## src/rtl/reorder_buffer_if.sv

```systemverilog
// Rename-side issue, completion broadcast, retire/free-list return and occupancy status of the reorder buffer.
interface reorder_buffer_if #(
  parameter int PTR_W  = 4,
  parameter int PHYS_W = 6,
  parameter int ARCH_W = 5
);
  logic              issue_valid;
  logic [PHYS_W-1:0] issue_phys_rd;
  logic [PHYS_W-1:0] issue_old_phys_rd;
  logic [ARCH_W-1:0] issue_arch_rd;
  logic              issue_ready;
  logic [PTR_W-1:0]  issue_rob_idx;
  logic              complete_valid;
  logic [PHYS_W-1:0] complete_phys_reg;
  logic              retire_valid;
  logic [PHYS_W-1:0] retire_phys_reg;
  logic [PHYS_W-1:0] retire_new_phys;
  logic [ARCH_W-1:0] retire_arch_reg;
  logic              rob_empty;
  logic              rob_full;
  logic [PTR_W:0]    rob_count;

  modport master (
    output issue_valid, issue_phys_rd, issue_old_phys_rd, issue_arch_rd,
    output complete_valid, complete_phys_reg,
    input  issue_ready, issue_rob_idx,
    input  retire_valid, retire_phys_reg, retire_new_phys, retire_arch_reg,
    input  rob_empty, rob_full, rob_count
  );

  modport slave (
    input  issue_valid, issue_phys_rd, issue_old_phys_rd, issue_arch_rd,
    input  complete_valid, complete_phys_reg,
    output issue_ready, issue_rob_idx,
    output retire_valid, retire_phys_reg, retire_new_phys, retire_arch_reg,
    output rob_empty, rob_full, rob_count
  );
endinterface

```

## src/rtl/reorder_buffer.sv

```systemverilog
// In-order retire buffer returning old physical tags to the free list; retire pulse 2 edges after completion (1 with ROB_COMPLETE_BYPASS_EN).
// Issue backpressure: issue_ready low whenever full, with no same-edge reuse of a slot freed by retire.
module reorder_buffer #(
  parameter int DEPTH  = 16,
  parameter int PTR_W  = 4,
  parameter int PHYS_W = 6,
  parameter int ARCH_W = 5
) (
  input  logic            clk,
  input  logic            reset_n,
  reorder_buffer_if.slave rob_if
);

  typedef struct packed {
    logic              valid;
    logic              done;
    logic [PHYS_W-1:0] phys_rd;
    logic [PHYS_W-1:0] old_phys_rd;
    logic [ARCH_W-1:0] arch_rd;
  } entry_t;

  localparam logic [PTR_W:0] FULL_CNT = (PTR_W+1)'(DEPTH);

  entry_t           ent [DEPTH];
  entry_t           head_ent;
  logic [PTR_W-1:0] head;
  logic [PTR_W-1:0] tail;
  logic [PTR_W:0]   count;
  logic             head_cmpl;
  logic             do_retire;
  logic             do_issue;

  assign head_ent = ent[head];

`ifdef ROB_COMPLETE_BYPASS_EN
  // A broadcast hitting the head this edge retires it immediately.
  assign head_cmpl = head_ent.done ||
                     (rob_if.complete_valid && (rob_if.complete_phys_reg == head_ent.phys_rd));
`else
  assign head_cmpl = head_ent.done;
`endif

  assign do_retire = head_ent.valid && head_cmpl;
  assign do_issue  = rob_if.issue_valid && rob_if.issue_ready;

  assign rob_if.issue_ready   = (count != FULL_CNT);
  assign rob_if.issue_rob_idx = tail;
  assign rob_if.rob_empty     = (count == '0);
  assign rob_if.rob_full      = (count == FULL_CNT);
  assign rob_if.rob_count     = count;

  always_ff @(posedge clk or negedge reset_n) begin
    if (!reset_n) begin
      head                   <= '0;
      tail                   <= '0;
      count                  <= '0;
      rob_if.retire_valid    <= 1'b0;
      rob_if.retire_phys_reg <= '0;
      rob_if.retire_new_phys <= '0;
      rob_if.retire_arch_reg <= '0;
      for (int i = 0; i < DEPTH; i++) begin
        ent[i] <= '0;
      end
    end else begin
      for (int i = 0; i < DEPTH; i++) begin
        if (rob_if.complete_valid && ent[i].valid && !ent[i].done &&
            (ent[i].phys_rd == rob_if.complete_phys_reg)) begin
          ent[i].done <= 1'b1;
        end
      end

      // Retire and issue never touch the same slot: the tail slot is free whenever issue is allowed.
      rob_if.retire_valid <= do_retire;
      if (do_retire) begin
        ent[head].valid        <= 1'b0;
        ent[head].done         <= 1'b0;
        head                   <= head + 1'b1;
        rob_if.retire_phys_reg <= head_ent.old_phys_rd;
        rob_if.retire_new_phys <= head_ent.phys_rd;
        rob_if.retire_arch_reg <= head_ent.arch_rd;
      end

      if (do_issue) begin
        ent[tail].valid       <= 1'b1;
        ent[tail].done        <= 1'b0;
        ent[tail].phys_rd     <= rob_if.issue_phys_rd;
        ent[tail].old_phys_rd <= rob_if.issue_old_phys_rd;
        ent[tail].arch_rd     <= rob_if.issue_arch_rd;
        tail                  <= tail + 1'b1;
      end

      case ({do_issue, do_retire})
        2'b10:   count <= count + 1'b1;
        2'b01:   count <= count - 1'b1;
        default: count <= count;
      endcase
    end
  end

endmodule

```

## src/flat_wrapper.sv

```systemverilog
// flat-port wrapper written by rule: the top's interface ports become plain ports
module reorder_buffer_flat 
#(
  parameter int DEPTH  = 16,
  parameter int PTR_W  = 4,
  parameter int PHYS_W = 6,
  parameter int ARCH_W = 5
)
  (clk, reset_n, rob_if_issue_valid, rob_if_issue_phys_rd, rob_if_issue_old_phys_rd, rob_if_issue_arch_rd, rob_if_complete_valid, rob_if_complete_phys_reg, rob_if_issue_ready, rob_if_issue_rob_idx, rob_if_retire_valid, rob_if_retire_phys_reg, rob_if_retire_new_phys, rob_if_retire_arch_reg, rob_if_rob_empty, rob_if_rob_full, rob_if_rob_count);
  reorder_buffer_if #(.PTR_W(PTR_W), .PHYS_W(PHYS_W), .ARCH_W(ARCH_W)) rob_if_i ();
  input  logic clk;
  input  logic reset_n;
  input wire logic [$bits(rob_if_i.issue_valid)-1:0] rob_if_issue_valid;
  input wire logic [$bits(rob_if_i.issue_phys_rd)-1:0] rob_if_issue_phys_rd;
  input wire logic [$bits(rob_if_i.issue_old_phys_rd)-1:0] rob_if_issue_old_phys_rd;
  input wire logic [$bits(rob_if_i.issue_arch_rd)-1:0] rob_if_issue_arch_rd;
  input wire logic [$bits(rob_if_i.complete_valid)-1:0] rob_if_complete_valid;
  input wire logic [$bits(rob_if_i.complete_phys_reg)-1:0] rob_if_complete_phys_reg;
  output wire logic [$bits(rob_if_i.issue_ready)-1:0] rob_if_issue_ready;
  output wire logic [$bits(rob_if_i.issue_rob_idx)-1:0] rob_if_issue_rob_idx;
  output wire logic [$bits(rob_if_i.retire_valid)-1:0] rob_if_retire_valid;
  output wire logic [$bits(rob_if_i.retire_phys_reg)-1:0] rob_if_retire_phys_reg;
  output wire logic [$bits(rob_if_i.retire_new_phys)-1:0] rob_if_retire_new_phys;
  output wire logic [$bits(rob_if_i.retire_arch_reg)-1:0] rob_if_retire_arch_reg;
  output wire logic [$bits(rob_if_i.rob_empty)-1:0] rob_if_rob_empty;
  output wire logic [$bits(rob_if_i.rob_full)-1:0] rob_if_rob_full;
  output wire logic [$bits(rob_if_i.rob_count)-1:0] rob_if_rob_count;
  assign rob_if_i.issue_valid = rob_if_issue_valid;
  assign rob_if_i.issue_phys_rd = rob_if_issue_phys_rd;
  assign rob_if_i.issue_old_phys_rd = rob_if_issue_old_phys_rd;
  assign rob_if_i.issue_arch_rd = rob_if_issue_arch_rd;
  assign rob_if_i.complete_valid = rob_if_complete_valid;
  assign rob_if_i.complete_phys_reg = rob_if_complete_phys_reg;
  assign rob_if_issue_ready = rob_if_i.issue_ready;
  assign rob_if_issue_rob_idx = rob_if_i.issue_rob_idx;
  assign rob_if_retire_valid = rob_if_i.retire_valid;
  assign rob_if_retire_phys_reg = rob_if_i.retire_phys_reg;
  assign rob_if_retire_new_phys = rob_if_i.retire_new_phys;
  assign rob_if_retire_arch_reg = rob_if_i.retire_arch_reg;
  assign rob_if_rob_empty = rob_if_i.rob_empty;
  assign rob_if_rob_full = rob_if_i.rob_full;
  assign rob_if_rob_count = rob_if_i.rob_count;
  reorder_buffer #(.DEPTH(DEPTH), .PTR_W(PTR_W), .PHYS_W(PHYS_W), .ARCH_W(ARCH_W)) u_core (.clk(clk), .reset_n(reset_n), .rob_if(rob_if_i));
endmodule
```

## config.mk

```make
export PLATFORM = sky130hd
export DESIGN_NAME = reorder_buffer_flat
export DESIGN_NICKNAME = d
export VERILOG_FILES = /design/src/rtl/reorder_buffer_if.sv /design/src/rtl/reorder_buffer.sv /design/src/flat_wrapper.sv
export SDC_FILE = /design/constraint.sdc
export NUM_CORES = 1
export LEC_CHECK = 0
export CORE_UTILIZATION = 56
export DETAILED_ROUTE_END_ITERATION = 12
export GPL_ROUTABILITY_DRIVEN = 1
export HOLD_SLACK_MARGIN = 0.12
export MAX_ROUTING_LAYER = met4
export PLACE_DENSITY_LB_ADDON = 0.15
export SLEW_MARGIN = 40
export SYNTH_ARGS = -nofsm -noshare
export SYNTH_HDL_FRONTEND = slang
export SYNTH_SLANG_ARGS = --single-unit
```

## constraint.sdc

```tcl
create_clock -name clk -period 3.23 [get_ports clk]
set_input_delay 0.323 -clock clk [delete_from_list [all_inputs] [get_ports clk]]
set_output_delay 0.323 -clock clk [all_outputs]
set_load 0.03 [all_outputs]
```

Word level (Yosys, flattened, before mapping) --
Cells that the tools add are included.
Storage, ports and cells: flip-flop bits (word level) 335, output and inout bits 30, input port bits 27
Operators by class: magnitude comparators 4, multiplexer cells 43, equality and inequality tests 20, $add $sub $neg 4, bitwise logic cells 2, reduce and logical (&&, ||, !) cells 70
Operator list (count):
- 304-bit bitwise mux | 7
- 304-bit two-way mux | 2
- 19-bit demux with 4-bit select | 7
- 6-bit == test | 16
- 19-bit binary-select mux with 4-bit select | 1
- 19-bit two-way mux | 4
- 1-bit logical AND | 52
- 18-bit two-way mux | 2
- 17-bit two-way mux | 1
- 1-bit zero test | 16
- 1-bit two-way mux | 16
- 11-bit two-way mux | 1
- 5-bit >= comparator, second input constant | 2
- 5-bit by 1-bit less-than comparator with 1-bit output, second input constant | 2
- 4-bit NOT with 5-bit output | 2
- 5-bit one-hot mux with 2 select lines | 1
- 4-bit by 1-bit adder with 4-bit output, second input constant | 2
- 5-bit by 1-bit adder with 5-bit output, second input constant | 1
- 5-bit == test, second input constant | 1
- 5-bit zero test | 1
- 5-bit two-way mux | 1
- 5-bit != test, second input constant | 1
- 5-bit by 1-bit subtractor with 5-bit output, second input constant | 1
- 2-bit by 1-bit == test with 1-bit output, second input constant | 1
- 2 further kinds | 2

Logic depth before layout (Yosys ltp) --
word-level depth 14, gate-level depth with buffers 17, mapped depth without buffers 13

Worst setup path after synthesis --
OpenSTA, ideal clock, no wires.
kind register to register, from register u_core.count[2], in the netlist u_core.rob_if.rob_count[2], to register u_core.count[4], in the netlist u_core.rob_if.rob_count[4], stages on the path, launching flop included 16, library setup time 0.081 ns, clock period less this slack 3.230 ns, data required time 3.149 ns, arrival 3.148 ns, slack 0.000 ns, path buffers 4, cells stage by stage dfrtp_1 -> buf_2 -> nor4_2 -> a21boi_4 -> buf_2 -> buf_1 -> inv_1 -> ha_1 -> clkbuf_1 -> xor2_1 -> ha_1 -> a21o_1 -> nand2_1 -> a21o_1 -> a31oi_1 -> xor2_1
Between the ends: longest elaborated chain between the ends 4
Ends and longest elaborated chain:
- start, declared | RTL line reorder_buffer.sv:28 | logic [PTR_W:0] count;
- start signal, assigned | RTL line reorder_buffer.sv:93 | 2'b10: count <= count + 1'b1;
- start signal, assigned | RTL line reorder_buffer.sv:94 | 2'b01: count <= count - 1'b1;
- start signal, assigned | RTL line reorder_buffer.sv:95 | default: count <= count;
- parallel branches: the longest is 4 deep, another holds 5-bit by 1-bit subtractor with 5-bit output
Parallel ways; which one is timed is not known. A chain may end at the register's enable or synchronous reset.

Worst setup path in the final report --
from register u_core.head[1], to register u_core.count[4], in the netlist u_core.rob_if.rob_count[4]
Between the ends: longest elaborated chain between the ends 7
Ends and longest elaborated chain:
- start, declared | RTL line reorder_buffer.sv:26 | logic [PTR_W-1:0] head;
- start signal, assigned | RTL line reorder_buffer.sv:77 | head <= head + 1'b1;
- 4-bit NOT with 5-bit output (implied by the code) * | RTL line reorder_buffer.sv:33 | assign head_ent = ent[head];
- 19-bit binary-select mux with 4-bit select * | RTL line reorder_buffer.sv:33
- 19-bit two-way mux (implied by the code) * (2 in series) | RTL line reorder_buffer.sv:33
- 1-bit logical AND * | RTL line reorder_buffer.sv:43 | assign do_retire = head_ent.valid && head_cmpl;
- via u_core.do_retire | RTL line reorder_buffer.sv:30 | logic do_retire;
- 2-bit by 1-bit == test with 1-bit output or 2-bit == test (tied branches) | RTL line reorder_buffer.sv:92 | case ({do_issue, do_retire})
- 5-bit one-hot mux with 2 select lines or 2-bit nonzero test (tied branches)
Mark *: on every way through the listed nets, which the timed path passes. The rest lies on a longest branch. The select of a mux whose other input is x is not followed.

==> impl_metrics.env <==
export IMPL_drt_iter0_drc=692
export IMPL_gp_routability_congestion=0.9172
export IMPL_synth_xor_area_share_pct=5.516
export IMPL_crit_slowest_cell="sky130_fd_sc_hd__dfrtp_4"
export IMPL_vias=10020
export IMPL_combinational_family_with_the_most_area_after_synthesis="multiplexers"
export IMPL_nets=1219
export IMPL_antenna_found_initial=0
export IMPL_synth_enable_flop_cells=0
export IMPL_post_route_drc_count=0
export IMPL_netlist_top_cells_area="sky130_fd_sc_hd__dfrtp_1, sky130_fd_sc_hd__mux2_2, sky130_fd_sc_hd__mux4_2"
export IMPL_reg2reg_slack_ns=0.21
export IMPL_upper_clock_frequency_limit_mhz=331.3
export IMPL_grt_resource_usage_total_pct=28.66
export IMPL_final_setup_skew_ns=0.01590
export IMPL_criticalPathCategory="reg2reg"
export IMPL_post_synth_top_area_cell="sky130_fd_sc_hd__dfrtp_1"
export IMPL_synth_compound_gate_area_share_pct=2.907
export IMPL_yosys_mux_area_fraction_pct=33.45
export IMPL_clkSinkCount=335
export IMPL_clock_root_buffer="sky130_fd_sc_hd__clkbuf_16"
export IMPL_slew_violations=0
export IMPL_finalCritPeriodShare_pct=93.46
export IMPL_totalPowerFinal_uw=19700
export IMPL_swShare_pct=32.93
export IMPL_rr_worst_depth=14
export IMPL_ios=57
export IMPL_synth_seq_cells=335
export IMPL_synth_cell_type_count=42
export IMPL_half_perimeter_wire_length_of_the_detailed_placement_result_mm=25.71
export IMPL_top_delay_family_on_crit_path="compound AO/OA/AOI/OAI gates"
export IMPL_net_count_of_the_mapped_netlist=1172
export IMPL_critical_path_required_ns=3.67
export IMPL_report_final_setup_viol=0
export IMPL_syn_area_per_cell_sq_um=14.84
export IMPL_portBuffers=56
export IMPL_layout_area_seq_sq_um=8393
export IMPL_worstPathArrival_ns=3.45
export IMPL_final_layout_size_suffix_gt1_share_pct=39.90
export IMPL_multi_input_gate_area_in_the_final_layout_sq_um=7890
export IMPL_net_switching_power_of_the_design_uw=6488
export IMPL_grtUsageMet3_pct=5.346
export IMPL_first_global_vias=10530
export IMPL_postRouteAntennaNets=0
export IMPL_ir_worst_vdd_uv=587.6
export IMPL_clkTransAtPathRegs_ns=0.06
export IMPL_globalRouteMet2Util_pct=43.37
export IMPL_timing_critical_path_slowest_cell_delay_ns=0.51
export IMPL_synth_seq_area_share_pct=49.81
export IMPL_detail_route_vias_per_cell=6.270
export IMPL_maximum_number_of_pins_on_one_net_before_global_route_repair=82
export IMPL_finalHoldViolations=0
export IMPL_crit_path_start_kind="flop"
export IMPL_p_int_uw=13210
export IMPL_setup_total_negative_slack_ns=0
export IMPL_yosys_area_share_adder_pct=0.8178
export IMPL_combPwrFrac_pct=39.5
export IMPL_drtPass1Iterations=5
export IMPL_worst_slew_pin_transition_ns=0.8104
export IMPL_fp_dieArea_sq_um=30750
export IMPL_max_clock_path_buffers=3
export IMPL_num_rows=63
export IMPL_pwr_share_seq_pct=38.5
export IMPL_hold_class="in2async"
export IMPL_post_synth_top_count_cell="sky130_fd_sc_hd__dfrtp_1"
export IMPL_critPathBufInv=2
export IMPL_synth_top_area_share_pct=49.81
export IMPL_num_fill_cells=2226
export IMPL_initial_standard_cell_utilization_of_the_core_pct=56.78
export IMPL_num_antenna_cells=0
export IMPL_global_route_overflow_total=0
export IMPL_area_fraction_in_and_or_nand_and_nor_cells_after_synthesis_pct=4.134
export IMPL_placeableCoreArea_sq_um=29640
export IMPL_ys_warn_count=0
export IMPL_ctsHtreeMaxLevel=2
export IMPL_max_ffs_per_register=304
export IMPL_synth_flop_cell="sky130_fd_sc_hd__dfrtp_1"
export IMPL_worstReg2RegStart="u_core.head[1]"
export IMPL_clock_tree_from_tritoncts="yes"
export IMPL_route_final_wire_length_mm=41.11
export IMPL_cp_max_fo=4
export IMPL_finalWorstPathRequiredPeriod_ns=3.019
export IMPL_chipWidth_um=175.4
export IMPL_timing_slew_headroom_pct=45.81
export IMPL_globalRoute_busiestLayer="met2"
export IMPL_number_of_cts_inserted_buffers=37
export IMPL_status="finished clean"
export IMPL_powerDensity_nw_per_um2=1032
export IMPL_synth_top_cells_by_count="sky130_fd_sc_hd__dfrtp_1, sky130_fd_sc_hd__mux2_2, sky130_fd_sc_hd__xnor2_1"
export IMPL_crit_path_end_kind="flop"
export IMPL_grt_setup_unrepaired="false"
export IMPL_area_delta_synth_final_pct=13.45
export IMPL_cp_cell_sequence="buf_12 > mux4_2 > a22oi_2 > nand2_1 > o211ai_4 > inv_1 > ha_1 > xor2_1 > ha_1 > a21o_1 > nand2_1 > a21o_1 > a31oi_1 > xor2_1"
export IMPL_routedWlPerCell_um=25.73
export IMPL_r2r_end="u_core.rob_if.rob_count[4]"
export IMPL_drv_cap=0
export IMPL_grt_first_pass_wirelength_mm=63.94
export IMPL_syn_cell_area_sq_um=16830
export IMPL_power_share_clock_pct=22.0
export IMPL_dieHeight_um=175.4
export IMPL_clock_latency_ns=0.52
export IMPL_grt_util_met1_pct=39.44
export IMPL_synthCells=1134
export IMPL_power_static_leakage_uw=0.008204
export IMPL_synth_async_sr_flop_share_pct=100.0
==> placed cells by master, fill, tap and decap left out, drive strengths merged, types with 5 or more instances in the layout <==
| cell type | netlist | routed |
|---|---|---|
| xor2 | 36 | 36 |
| clkdlybuf4s50 | 0 | 55 |
| nand4 | 5 | 5 |
| buf | 59 | 46 |
| nand3 | 47 | 47 |
| nor2b | 10 | 10 |
| clkinv | 0 | 6 |
| clkbuf | 36 | 56 |
| o21ai | 19 | 19 |
| nand2 | 13 | 13 |
| nor4 | 17 | 17 |
| mux2 | 293 | 293 |
| xnor2 | 70 | 70 |
| a31oi | 31 | 31 |
| nor2 | 9 | 9 |
| dfrtp | 335 | 335 |
| inv | 8 | 10 |
| ha | 11 | 11 |
| mux4 | 94 | 94 |
| a21oi | 21 | 21 |
==> power by group through the flow <==
stage          Sequential [uW]  Combinational [uW]  Clock [uW]
4_1_cts                   7580                7740        4400
6_report                  7590                7790        4330
5_1_grt                   7820                8310        4560
3_5_place_dp              7630                7710           0
2_1_floorplan             7350                5840           0
3_3_place_gp              7550                7580           0
==> cell families (layout without fill, tap and decap cells) <==
| kind of cell | after synthesis | after routing |
|---|---|---|
| AOI/OAI and AO/OA | 80 | 80 |
| adders and majority gates | 11 | 11 |
| DFF | 335 | 335 |
| and+or+nand+nor | 109 | 109 |
| muxes | 390 | 390 |
| xor gates and xnor gates | 106 | 106 |
| buffers and inverters | 103 | 177 |
==> worst register-to-register path: stages (launching register included) <==
cell	delay, ns
sky130_fd_sc_hd__dfrtp_4	0.51
sky130_fd_sc_hd__buf_12	0.14
sky130_fd_sc_hd__mux4_2	0.45
sky130_fd_sc_hd__a22oi_2	0.24
sky130_fd_sc_hd__nand2_1	0.15
sky130_fd_sc_hd__o211ai_4	0.11
sky130_fd_sc_hd__inv_1	0.10
sky130_fd_sc_hd__ha_1	0.21
sky130_fd_sc_hd__xor2_1	0.14
sky130_fd_sc_hd__ha_1	0.22
sky130_fd_sc_hd__a21o_1	0.13
sky130_fd_sc_hd__nand2_1	0.05
sky130_fd_sc_hd__a21o_1	0.17
sky130_fd_sc_hd__a31oi_1	0.19
sky130_fd_sc_hd__xor2_1	0.15
==> metrics by stage <==
stage	utilization [%]	setup WS (ns)	hold slack, ns	instance area [sq um]	instances
6_report	64.42	0.2113	0.3881	19090	1598
2_1_floorplan	-	0.0004960	0.02741	16830	1134
3_5_place_dp	59.88	0.1683	0.3727	17750	1526
3_3_place_gp	59.88	0.2451	0.3544	17750	1526
4_1_cts	64.21	0.1475	0.4296	19030	1593
5_1_grt	64.42	0.02813	0.4368	19090	1598
==> routing by layer <==
layer  share of wire [%]  wire [um]  up-vias
li1                    -          -     4341
met1                  44      18250     5309
met2                  47      19350      291
met3                 5.6       2299       78
met4                 3.0       1214        0
met5                   0          0        -
==> worst max-delay path by stage <==
stage | from | depth (start not counted) | end
final | u_core.head[1] | 14 | u_core.rob_if.rob_count[4]
after global routing | u_core.head[1] | 14 | u_core.rob_if.rob_count[4]
after CTS | u_core.head[1] | 13 | u_core.rob_if.rob_count[4]
after detailed placement | u_core.head[1] | 13 | u_core.rob_if.rob_count[4]
after global placement | u_core.head[1] | 13 | u_core.rob_if.rob_count[4]
after floorplan | u_core.rob_if.rob_count[2] | 15 | u_core.rob_if.rob_count[4]
==> area by class of cell <==
class	count	share of cell area [%]
Tap cell	390	2.556
Timing Repair Buffer	103	5.347
Clock buffer	55	6.055
Sequential cell	335	43.96
Clock inverter	11	0.6029
Inverter	8	0.1573
Multi-Input combinational cell	696	41.32
==> what timing repair did <==
item	4_1_cts	5_1_grt
hold buffers	1	0
setup endpoints to repair	0	1
resized for setup	0	1
buffers inserted	0	5
hold endpoints to repair	76	0
Power figures use the tool's default switching activity.
